## src/rtl/turtle_pkg.sv

```systemverilog
`default_nettype none
// ============================================================
// turtle_pkg : shared datapath widths and ALU opcode encoding
// Rev 1.0
// ============================================================
package turtle_pkg;

   localparam int DATA_W = 16;
   localparam int REG_AW = 3;

   typedef enum logic [2:0] {
      ALU_ADD = 3'd0,
      ALU_SUB = 3'd1,
      ALU_AND = 3'd2,
      ALU_OR  = 3'd3,
      ALU_NOT = 3'd4,
      ALU_XOR = 3'd5,
      ALU_ROL = 3'd6,
      ALU_ROR = 3'd7
   } alu_op_t;

endpackage
`default_nettype wire

```

## src/rtl/alu_exec_stage_alu.sv

```systemverilog
`default_nettype none
// ============================================================
// alu_exec_stage_alu : combinational ALU with carry/zero outputs
// Rev 1.0
// ============================================================
module alu_exec_stage_alu
   import turtle_pkg::*;
#(
   parameter int DATA_W = turtle_pkg::DATA_W
) (
   input  alu_op_t           op,
   input  logic [DATA_W-1:0] a,
   input  logic [DATA_W-1:0] b,
   output logic [DATA_W-1:0] result,
   output logic              carry,
   output logic              zero
);

   logic [DATA_W:0] sum;

   assign sum = {1'b0, a} + {1'b0, b};

   always_comb begin
      result = '0;
      carry  = 1'b0;
      case (op)
         ALU_ADD: begin
            result = sum[DATA_W-1:0];
            carry  = sum[DATA_W];
         end
         ALU_SUB: begin
            result = a - b;
            carry  = (b > a);
         end
         ALU_AND: result = a & b;
         ALU_OR:  result = a | b;
         ALU_NOT: result = ~a;
         ALU_XOR: result = a ^ b;
         // Rotates are single-bit; the bit rotated out lands in carry.
         ALU_ROL: begin
            result = {a[DATA_W-2:0], a[DATA_W-1]};
            carry  = a[DATA_W-1];
         end
         ALU_ROR: begin
            result = {a[0], a[DATA_W-1:1]};
            carry  = a[0];
         end
         default: begin
            result = '0;
            carry  = 1'b0;
         end
      endcase
   end

   assign zero = (result == '0);

endmodule
`default_nettype wire

```

## src/rtl/alu_exec_stage.sv

```systemverilog
`default_nettype none
// ============================================================
// alu_exec_stage : execute stage, one-cycle ALU with result forwarding
// Rev 1.0
// ============================================================
module alu_exec_stage
   import turtle_pkg::*;
#(
   parameter int DATA_W = turtle_pkg::DATA_W,
   parameter int REG_AW = turtle_pkg::REG_AW
) (
   input  logic              clk,
   input  logic              rst_n,
   input  logic              flush,
   input  logic              in_valid,
   output logic              in_ready,
   input  logic [2:0]        in_op,
   input  logic [DATA_W-1:0] in_a,
   input  logic [DATA_W-1:0] in_b,
   input  logic              in_a_from_reg,
   input  logic              in_b_from_reg,
   input  logic [REG_AW-1:0] in_a_addr,
   input  logic [REG_AW-1:0] in_b_addr,
   input  logic [REG_AW-1:0] in_dest,
   input  logic              in_wr_en,
   input  logic              in_set_flags,
   output logic              out_valid,
   input  logic              out_ready,
   output logic [DATA_W-1:0] out_result,
   output logic [REG_AW-1:0] out_dest,
   output logic              out_wr_en,
   output logic              flag_c,
   output logic              flag_z
);

   logic              valid_q,  valid_d;
   logic [DATA_W-1:0] result_q, result_d;
   logic [REG_AW-1:0] dest_q,   dest_d;
   logic              wr_en_q,  wr_en_d;
   logic              c_q,      c_d;
   logic              z_q,      z_d;

   logic              accept;
   logic              fwd_hit;
   logic [DATA_W-1:0] op_a;
   logic [DATA_W-1:0] op_b;
   logic [DATA_W-1:0] alu_result;
   logic              alu_carry;
   logic              alu_zero;

   assign in_ready = rst_n & (~valid_q | out_ready);
   assign accept   = in_valid & in_ready & ~flush;

   // The held result is the newest value of its register even while stalled.
   assign fwd_hit = valid_q & wr_en_q;
   assign op_a    = (fwd_hit && in_a_from_reg && (in_a_addr == dest_q)) ? result_q : in_a;
   assign op_b    = (fwd_hit && in_b_from_reg && (in_b_addr == dest_q)) ? result_q : in_b;

   alu_exec_stage_alu #(
      .DATA_W (DATA_W)
   ) u_alu (
      .op     (alu_op_t'(in_op)),
      .a      (op_a),
      .b      (op_b),
      .result (alu_result),
      .carry  (alu_carry),
      .zero   (alu_zero)
   );

   always_comb begin
      valid_d  = valid_q;
      result_d = result_q;
      dest_d   = dest_q;
      wr_en_d  = wr_en_q;
      c_d      = c_q;
      z_d      = z_q;
      if (flush) begin
         valid_d = 1'b0;
      end else if (accept) begin
         valid_d  = 1'b1;
         result_d = alu_result;
         dest_d   = in_dest;
         wr_en_d  = in_wr_en;
         if (in_set_flags) begin
            c_d = alu_carry;
            z_d = alu_zero;
         end
      end else if (out_ready) begin
         valid_d = 1'b0;
      end
   end

   always_ff @(posedge clk) begin
      if (!rst_n) begin
         valid_q  <= 1'b0;
         result_q <= '0;
         dest_q   <= '0;
         wr_en_q  <= 1'b0;
         c_q      <= 1'b0;
         z_q      <= 1'b0;
      end else begin
         valid_q  <= valid_d;
         result_q <= result_d;
         dest_q   <= dest_d;
         wr_en_q  <= wr_en_d;
         c_q      <= c_d;
         z_q      <= z_d;
      end
   end

   assign out_valid  = valid_q;
   assign out_result = result_q;
   assign out_dest   = dest_q;
   assign out_wr_en  = wr_en_q;
   assign flag_c     = c_q;
   assign flag_z     = z_q;

endmodule
`default_nettype wire

```

## config.mk

```make
export PLATFORM = sky130hd
export DESIGN_NAME = alu_exec_stage
export DESIGN_NICKNAME = d
export VERILOG_FILES = /design/src/rtl/turtle_pkg.sv /design/src/rtl/alu_exec_stage_alu.sv /design/src/rtl/alu_exec_stage.sv
export SDC_FILE = /design/constraint.sdc
export NUM_CORES = 1
export LEC_CHECK = 0
export ABC_AREA = 1
export CAP_MARGIN = 40
export CORE_UTILIZATION = 60
export DETAILED_ROUTE_END_ITERATION = 6
export DONT_BUFFER_PORTS = 1
export HOLD_SLACK_MARGIN = 0.03
export PLACE_DENSITY_LB_ADDON = 0.3
export SKIP_LAST_GASP = 1
export SLEW_MARGIN = 20
export SYNTH_ARGS = -nofsm -noshare
export SYNTH_HDL_FRONTEND = slang
export SYNTH_SLANG_ARGS = --single-unit
export TNS_END_PERCENT = 50
```

## constraint.sdc

```tcl
create_clock -name clk -period 3.1 [get_ports clk]
set_input_delay 0.465 -clock clk [delete_from_list [all_inputs] [get_ports clk]]
set_output_delay 0.465 -clock clk [all_outputs]
set_load 0.01 [all_outputs]
```

==> flow_summary.yaml, run 1 <==
status:
  outcome: "aborted with a tool error"
  lastStage: "global routing (5_1_grt)"
  tool.error: "[ERROR GRT-0116] Global routing finished with congestion. Check the congestion regions in the DRC Viewer."
global_routing:
  grtUsageTotal: 0.698
  grt_max_degree: 26
  grt-ovfl-total: 3
  grt_pass1_vias: 7433
  grt_pass1_wl_um: 39600
logic_synthesis:
  synth_sequential_area_ratio: 0.108
  ys_top_cells_by_area: "nand2_1, ha_1, inv_1, dfxtp_1, nand3_1"
  synth_enable_flop_cells: 0
  async_reset_ff_frac: 0
  avgSynthCellArea_um2: 5.63
  synth_flop_cell: "dfxtp_1"
  synth.top_cell.area_share: 0.154
  syn-num-nets: 862
  synth_seq_cells: 23
  yosysWarningCount: 0
  synth_largest_area_cell: "nand2_1"
  syn-cell-area_um2: 4280
  syn-instance-count: 760
  ys_types: 43
floorplan:
  num_rows: 30
  io_pins: 77
  initial_core_util: 0.627
  die_w_um: 86.5
  die_y_um: 86.5
clock_network:
  cts_buffer_depth: 2
  htreeDepth: 1
  clock_sinks: 23
  cts_buffers: 3
  root_buffer: "clkbuf_8"
placement:
  numPortBuffers: 0
  place_congestion: 0.990
  dp_hpwl_um: 13200
  dpl_cell_area_um2: 5240
## cell families after synthesis
group	count (synthesis)	synth area share
AND/OR/NAND/NOR	356	0.366
buffers and inverters	166	0.151
XOR/XNOR	6	0.0123
AO/OA/AOI/OAI	160	0.217
flip-flops	23	0.108
adder cells (fa/ha/maj)	49	0.147
## metrics by stage
| stage | TNS, ns | cells | setup slack (ns) | util | hold slack, ns |
|---|---|---|---|---|---|
| floorplan | 0 | 760 | 0.00486 | - | 0.499 |
| global placement | -2.93 | 955 | -0.426 | 0.767 | 0.531 |
| detailed placement | -4.74 | 955 | -0.612 | 0.767 | 0.560 |
| CTS | -0.309 | 981 | -0.187 | 0.896 | 0.324 |
## Yosys cell counts, types with 2 or more instances
cell,instances
a21boi_0,2
a21oi_1,49
a31oi_1,2
buf_2,4
buf_6,2
clkbuf_1,22
dfxtp_1,23
fa_1,2
ha_1,47
inv_1,131
inv_2,6
nand2_1,176
nand2_2,8
nand2_4,2
nand3_1,64
nand4_1,11
nor2_1,72
nor2_8,2
nor3_1,10
nor3_2,2
o2111ai_1,2
o211ai_1,7
o21a_1,2
o21ai_0,52
o21ai_1,13
o21ai_2,7
o21bai_1,3
o221ai_1,3
o22ai_1,10
or2_2,6
xor2_1,6
## timing repair
action / CTS
pin swaps: 48
gates resized for setup: 161
hold buffers: 0
gates cloned: 2
setup buffers: 20
endpoints found under the setup margin: 16
## per-layer routing
metal / GRT usage / GRT overflow
met1: 0.711 / 0
met2: 0.908 / 1
met3: 0.508 / 0
met4: 0.645 / 2
met5: 0.147 / 0
==> inputs of run 2 (changes only) <==
CORE_UTILIZATION = 40   (was 60)
HOLD_SLACK_MARGIN = default   (was 0.03)
PLACE_DENSITY_LB_ADDON = 0.15   (was 0.3)
clock period = 4.03 ns   (was 3.1 ns; I/O delays follow)
==> flow_summary.yaml, run 2 <==
status:
  outcome: "completed"
logic_synthesis:
  synth.top_cell.area_share: 0.154
  synthMostInstantiatedCell: "nand2_1"
  synth_enable_flop_cells: 0
  ys_types: 43
  synth_commonest_cells: "nand2_1, inv_1, nor2_1, nand3_1, o21ai_0"
  async_reset_ff_frac: 0
  synthAdderAreaFrac: 0.147
  yosysWarningCount: 0
  syn-num-nets: 862
  syn-cell-area_um2: 4280
  avgSynthCellArea_um2: 5.63
  synth.area.mux_share: 0
  synthXorXnorAreaFrac: 0.0123
  synth_compound_area_frac: 0.217
  ys_top_cells_by_area: "nand2_1, ha_1, inv_1, dfxtp_1, nand3_1"
  synth_seq_cells: 23
  synth_largest_area_cell: "nand2_1"
  synth_simple_gate_area_share: 0.366
  synth_top_family_by_area: "simple AND/OR/NAND/NOR gates"
  synth_flop_cell: "dfxtp_1"
  syn-instance-count: 760
  synth_sequential_area_ratio: 0.108
global_routing:
  grt_pass1_wl_um: 22800
  grtUsageTotal: 0.257
  grt_max_degree: 26
  antenna_found_initial: 0
  grt-ovfl-total: 0
  grt_pass1_vias: 4469
worst_setup_path:
  cp-start-kind: "register"
  reg2reg_to: "flag_z$_SDFFE_PN0P_"
  rrSetupSlack_ns: 0.36
  critical_path.slowest_cell: "dfxtp_1"
  arrival_ns: 3.89
  crit_chain: "nand2_1, nand2_2, nor2_8, nand2_4, nand2_1, nand2_1, inv_1, fa_1, inv_1, nand3_1, nand2_1, nand3_1, nand2_1, nand3_1, nand3_1, nand2_1, nand3_1, nand2_1, nor2_1, nand4_1, nor2_1, nand3_1, a21oi_2"
  reg2reg_depth: 23
  worst_ep_required_time_ns: 4.25
  cpMostUsedCell: "nand2_1"
  crit_type: "reg -> reg"
  r2r_start: "out_dest[2]$_SDFFE_PN0P_"
  max_stage_delay_ns: 0.48
  cp_max_fo: 15
  critPathCaptureType: "register"
floorplan:
  core_um2: 10400
  die_w_um: 105
  io_pins: 77
  num_rows: 37
  die_y_um: 105
  dieArea_um2: 11100
  initial_core_util: 0.413
routing:
  drt_iter0_markers: 372
  avgRoutedWirePerCell_um: 16.0
  wl_um: 14100
  vias: 4808
  dr.pass1.iters: 5
  drc: 0
  vias_per_cell: 5.43
  ant_nets: 0
sta:
  fin_tns_setup_ns: 0
  tightest_slew_ns: 0.685
  period_needed_ns: 3.67
  maxSlewHeadroom: 0.543
  rsz0062_at_grt: "no"
  clock.fmax_mhz: 273
  final_max_slew_viol_count: 0
  period_share: 0.910
  whs_ns: 0.452
  hold_viol: 0
  finalSetupViolations: 0
  fin_skew_ns: 0.00516
pwr:
  power.density_nw_per_um2: 190
  irDropWorstVdd_v: 0.000231
  leakage_nw: 2.41
clock_network:
  cts_tree: "yes"
  cts_setup_buffers: 0
  cts_hold_buf: 0
  clock_sinks: 23
  cts_buffer_depth: 2
  cts_buffers: 3
  clkTransAtPathRegs_ns: 0.08
  post_cts_resized: 0
  worstSkewPairLatency_ns: 0.28
  root_buffer: "clkbuf_8"
  htreeDepth: 1
final_layout:
  n_antenna_cell: 0
  largest_reg_flops: 16
  regArea_um2: 460
  multi_input_comb_area_um2: 3180
  finalNetCount: 853
  drive_above_1_share: 0.0800
  layout_commonest_cell: "nand2_1"
  final_cell_area_um2: 4490
  area_growth_pct: 4.82
  post-route-util: 0.433
  mostFrequentLayoutCells: "nand2_1, inv_1, nor2_1"
  final_cells: 886
  fillers: 1173
placement:
  numPortBuffers: 0
  dpl_cell_area_um2: 4430
  place_congestion: 0.965
  dp_hpwl_um: 11900
  place_inst: 882
min_path:
  min_path_type: "in -> reg"
  holdPathEnd: "out_valid$_SDFFE_PP0P_"
  hold_path_startpoint: "in_valid"
  min_path_cells: 2
run:
  max_cap_viol_count: 0
run 2: critical path: cells and delay by family (launching register included):
family,cells,cell delay (ns)
adders and majority gates,1,0.44
AOI/OAI and AO/OA,1,0.12
and+or+nand+nor,19,2.34
buffers and inverters,2,0.24
DFF,1,0.48
run 2: how the worst max path moves through the flow:
stage | slack (ns) | start | depth (start not counted) | endpoint
global placement | 0.13 | in_b_addr[0] | 18 | out_result[14]$_SDFFE_PN0P_
global route | 0.02 | out_dest[2]$_SDFFE_PN0P_ | 23 | flag_z$_SDFFE_PN0P_
floorplan | 0.72 | in_b_addr[0] | 20 | flag_z$_SDFFE_PN0P_
CTS | 0.22 | out_dest[1]$_SDFFE_PN0P_ | 23 | flag_z$_SDFFE_PN0P_
detailed placement | 0.11 | in_b_addr[0] | 21 | flag_z$_SDFFE_PN0P_
finish | 0.36 | out_dest[2]$_SDFFE_PN0P_ | 23 | flag_z$_SDFFE_PN0P_
run 2: area by class of cell:
class,instances,area share
clock buffers,3,0.00920
clock inverters,1,0.00112
inverters,137,0.115
multi-input cells,571,0.710
flip-flops and latches,23,0.103
well taps,136,0.0379
repair buffers,15,0.0251
run 2: cells by family after synthesis:
family	count (synthesis)
AND/OR/NAND/NOR	356
buffers and inverters	166
AO/OA/AOI/OAI	160
adder cells (fa/ha/maj)	49
flip-flops	23
XOR/XNOR	6
run 2: metal layers:
layer | wire (um) | vias to the layer above | global-route usage
li1 | - | 2424 | -
met4 | 267 | 0 | 0.0815
met3 | 1150 | 15 | 0.0495
met1 | 6660 | 2193 | 0.356
met5 | 0 | - | 0
met2 | 6070 | 176 | 0.399
run 2: through the flow:
| stage | setup WS, ns | power (W) |
|---|---|---|
| floorplan | 0.724 | 0.000583 |
| global placement | 0.129 | 0.000695 |
| detailed placement | 0.113 | 0.000696 |
| CTS | 0.221 | 0.000844 |
| global route | 0.0170 | 0.000919 |
| finish | 0.361 | 0.000852 |
run 2: power by group:
group	internal [W]	total [W]	switching [W]
registers	0.000239	0.000256	0.0000174
logic	0.000145	0.000448	0.000304
clock network	0.0000694	0.000148	0.0000785
total	0.000453	0.000852	0.000400
(Power assumes the default switching activity.)
==> inputs of run 3 (changes only) <==
PLACE_DENSITY = 0.65   (was default)
PLACE_DENSITY_LB_ADDON = default   (was 0.15)
==> flow_summary.yaml, run 3 (synthesis results as in run 2) <==
status:
  outcome: "completed"
worst_setup_path:
  rrSetupSlack_ns: 0.40
  cp-start-kind: "register"
  crit_type: "reg -> reg"
  critPathLaunch: "out_dest[1]$_SDFFE_PN0P_"
  reg2reg_to: "out_result[14]$_SDFFE_PN0P_"
  arrival_ns: 3.79
  critPathCaptureType: "register"
  cp_max_fo: 19
  r2r_start: "out_dest[1]$_SDFFE_PN0P_"
  setup.worst_path.end: "out_result[14]$_SDFFE_PN0P_"
  reg2reg_depth: 20
  worst_ep_required_time_ns: 4.19
pwr:
  power_frac_seq: 0.306
  p_total_w: 0.000837
  swShare: 0.455
  pwr-share-clk: 0.167
  power.density_nw_per_um2: 186
  p_int_w: 0.000456
  leakage_nw: 2.42
  pwr-share-comb: 0.526
  irDropWorstVdd_v: 0.000248
  p_switching_w: 0.000381
sta:
  finalSetupViolations: 0
  hold_viol: 0
  period_share: 0.901
  rsz0062_at_grt: "no"
  fin_skew_ns: 0.00186
  final_max_slew_viol_count: 0
  clock.fmax_mhz: 275
  fin_tns_setup_ns: 0
  period_needed_ns: 3.63
  maxSlewHeadroom: 0.542
  tightest_slew_ns: 0.686
routing:
  vias_per_cell: 5.34
  ant_nets: 0
  avgRoutedWirePerCell_um: 15.0
  dr.pass1.iters: 5
  drt_iter0_markers: 387
  drc: 0
  wl_um: 13300
  vias: 4739
placement:
  dp_hpwl_um: 11100
  dpl_cell_area_um2: 4450
  numPortBuffers: 0
  place_congestion: 0.972
floorplan:
  num_rows: 37
  io_pins: 77
  initial_core_util: 0.413
  core_um2: 10400
  die_y_um: 105
  dieArea_um2: 11100
  die_w_um: 105
clock_network:
  cts_tree: "yes"
  root_buffer: "clkbuf_8"
  cts_buffer_depth: 2
  cts_buffers: 3
  clock_sinks: 23
  htreeDepth: 1
  clkTransAtPathRegs_ns: 0.08
  worstSkewPairLatency_ns: 0.26
global_routing:
  grt-ovfl-total: 0
  antenna_found_initial: 0
  grt_pass1_wl_um: 21200
  grt_pass1_vias: 4251
  grt_max_degree: 26
  grtUsageTotal: 0.238
final_layout:
  layout_commonest_cell: "nand2_1"
  drive_above_1_share: 0.0785
  final_cell_area_um2: 4500
  area_growth_pct: 5.03
  largest_reg_flops: 16
  mostFrequentLayoutCells: "nand2_1, inv_1, nor2_1"
  n_antenna_cell: 0
  finalNetCount: 855
run:
  max_cap_viol_count: 0
min_path:
  min_path_type: "in -> reg"
==> run 3: cell count changes in the layout (fill, tap and decap cells not counted) <==
cell	previous run	this run
buf_4	15	17
clkbuf_1	0	1
clkinv_2	1	0
ha_1	45	46
ha_2	2	1
nor2_1	71	72
nor2_2	1	0
o21ai_0	50	52
o21ai_1	15	13
==> run 3: cell type report <==
class | instances | area, um2
Clock buffer | 4 | 45.0
Sequential cell | 23 | 460
Multi-Input combinational cell | 571 | 3180
Fill cell | 1181 | 5870
Inverter | 137 | 514
Timing Repair Buffer | 17 | 128
Tap cell | 136 | 170
==> run 3: repair_timing <==
action / 4_1_cts / 5_1_grt
endpoints found under the setup margin: 0 / 2
gates resized for setup: 0 / 2
hold buffers: 0 / 0
buffers inserted: 0 / 0
==> run 3: metrics by stage <==
step	util	cells	worst slack, ns	hold slack [ns]
after detailed placement	0.429	884	0.280	0.528
after CTS	0.433	888	0.380	0.456
after global routing	0.434	888	0.00207	0.466
after floorplan	-	760	0.724	0.499
after global placement	0.429	884	0.254	0.530
final	0.434	888	0.398	0.461
==> run 3: routing by layer <==
metal | wire length, um | track usage | vias up | part of all wire
li1 | - | - | 2446 | -
met2 | 5750 | 0.386 | 224 | 0.43
met3 | 1160 | 0.0328 | 14 | 0.087
met4 | 218 | 0.0604 | 0 | 0.016
met5 | 0 | 0 | - | 0
met1 | 6170 | 0.330 | 2055 | 0.46
==> run 3: how the worst min path moves through the flow <==
stage | endpoint | depth (start not counted) | from | slack, ns
after global placement | flag_z$_SDFFE_PN0P_ | 2 | flag_z$_SDFFE_PN0P_ | 0.53
after floorplan | flag_z$_SDFFE_PN0P_ | 2 | flag_z$_SDFFE_PN0P_ | 0.50
final | out_valid$_SDFFE_PP0P_ | 2 | in_valid | 0.46
after global routing | out_valid$_SDFFE_PP0P_ | 2 | in_valid | 0.47
after detailed placement | flag_z$_SDFFE_PN0P_ | 2 | flag_z$_SDFFE_PN0P_ | 0.53
after CTS | out_valid$_SDFFE_PP0P_ | 2 | in_valid | 0.46
==> run 3: worst max-delay path, cell delays in order (launching register included) <==
cell	delay, ns
dfxtp_1	0.42
inv_2	0.09
nand2_1	0.06
nand3_1	0.06
nor2_1	0.17
nand2_2	0.16
buf_4	0.23
nand2_1	0.07
o21ai_0	0.12
ha_1	0.46
inv_1	0.13
o21ai_0	0.27
o21ai_0	0.16
nand3_1	0.16
nand3_1	0.13
a21oi_1	0.23
nor3_1	0.07
nor2_1	0.28
nand2_1	0.09
o211ai_1	0.10
inv_1	0.06
==> run 3: power by group through the flow <==
stage	combinational [W]	clock, W	sequential [W]
2_1_floorplan	0.000326	0	0.000258
6_report	0.000440	0.000140	0.000256
4_1_cts	0.000431	0.000146	0.000256
5_1_grt	0.000494	0.000150	0.000258
3_5_place_dp	0.000429	0	0.000261
3_3_place_gp	0.000430	0	0.000262
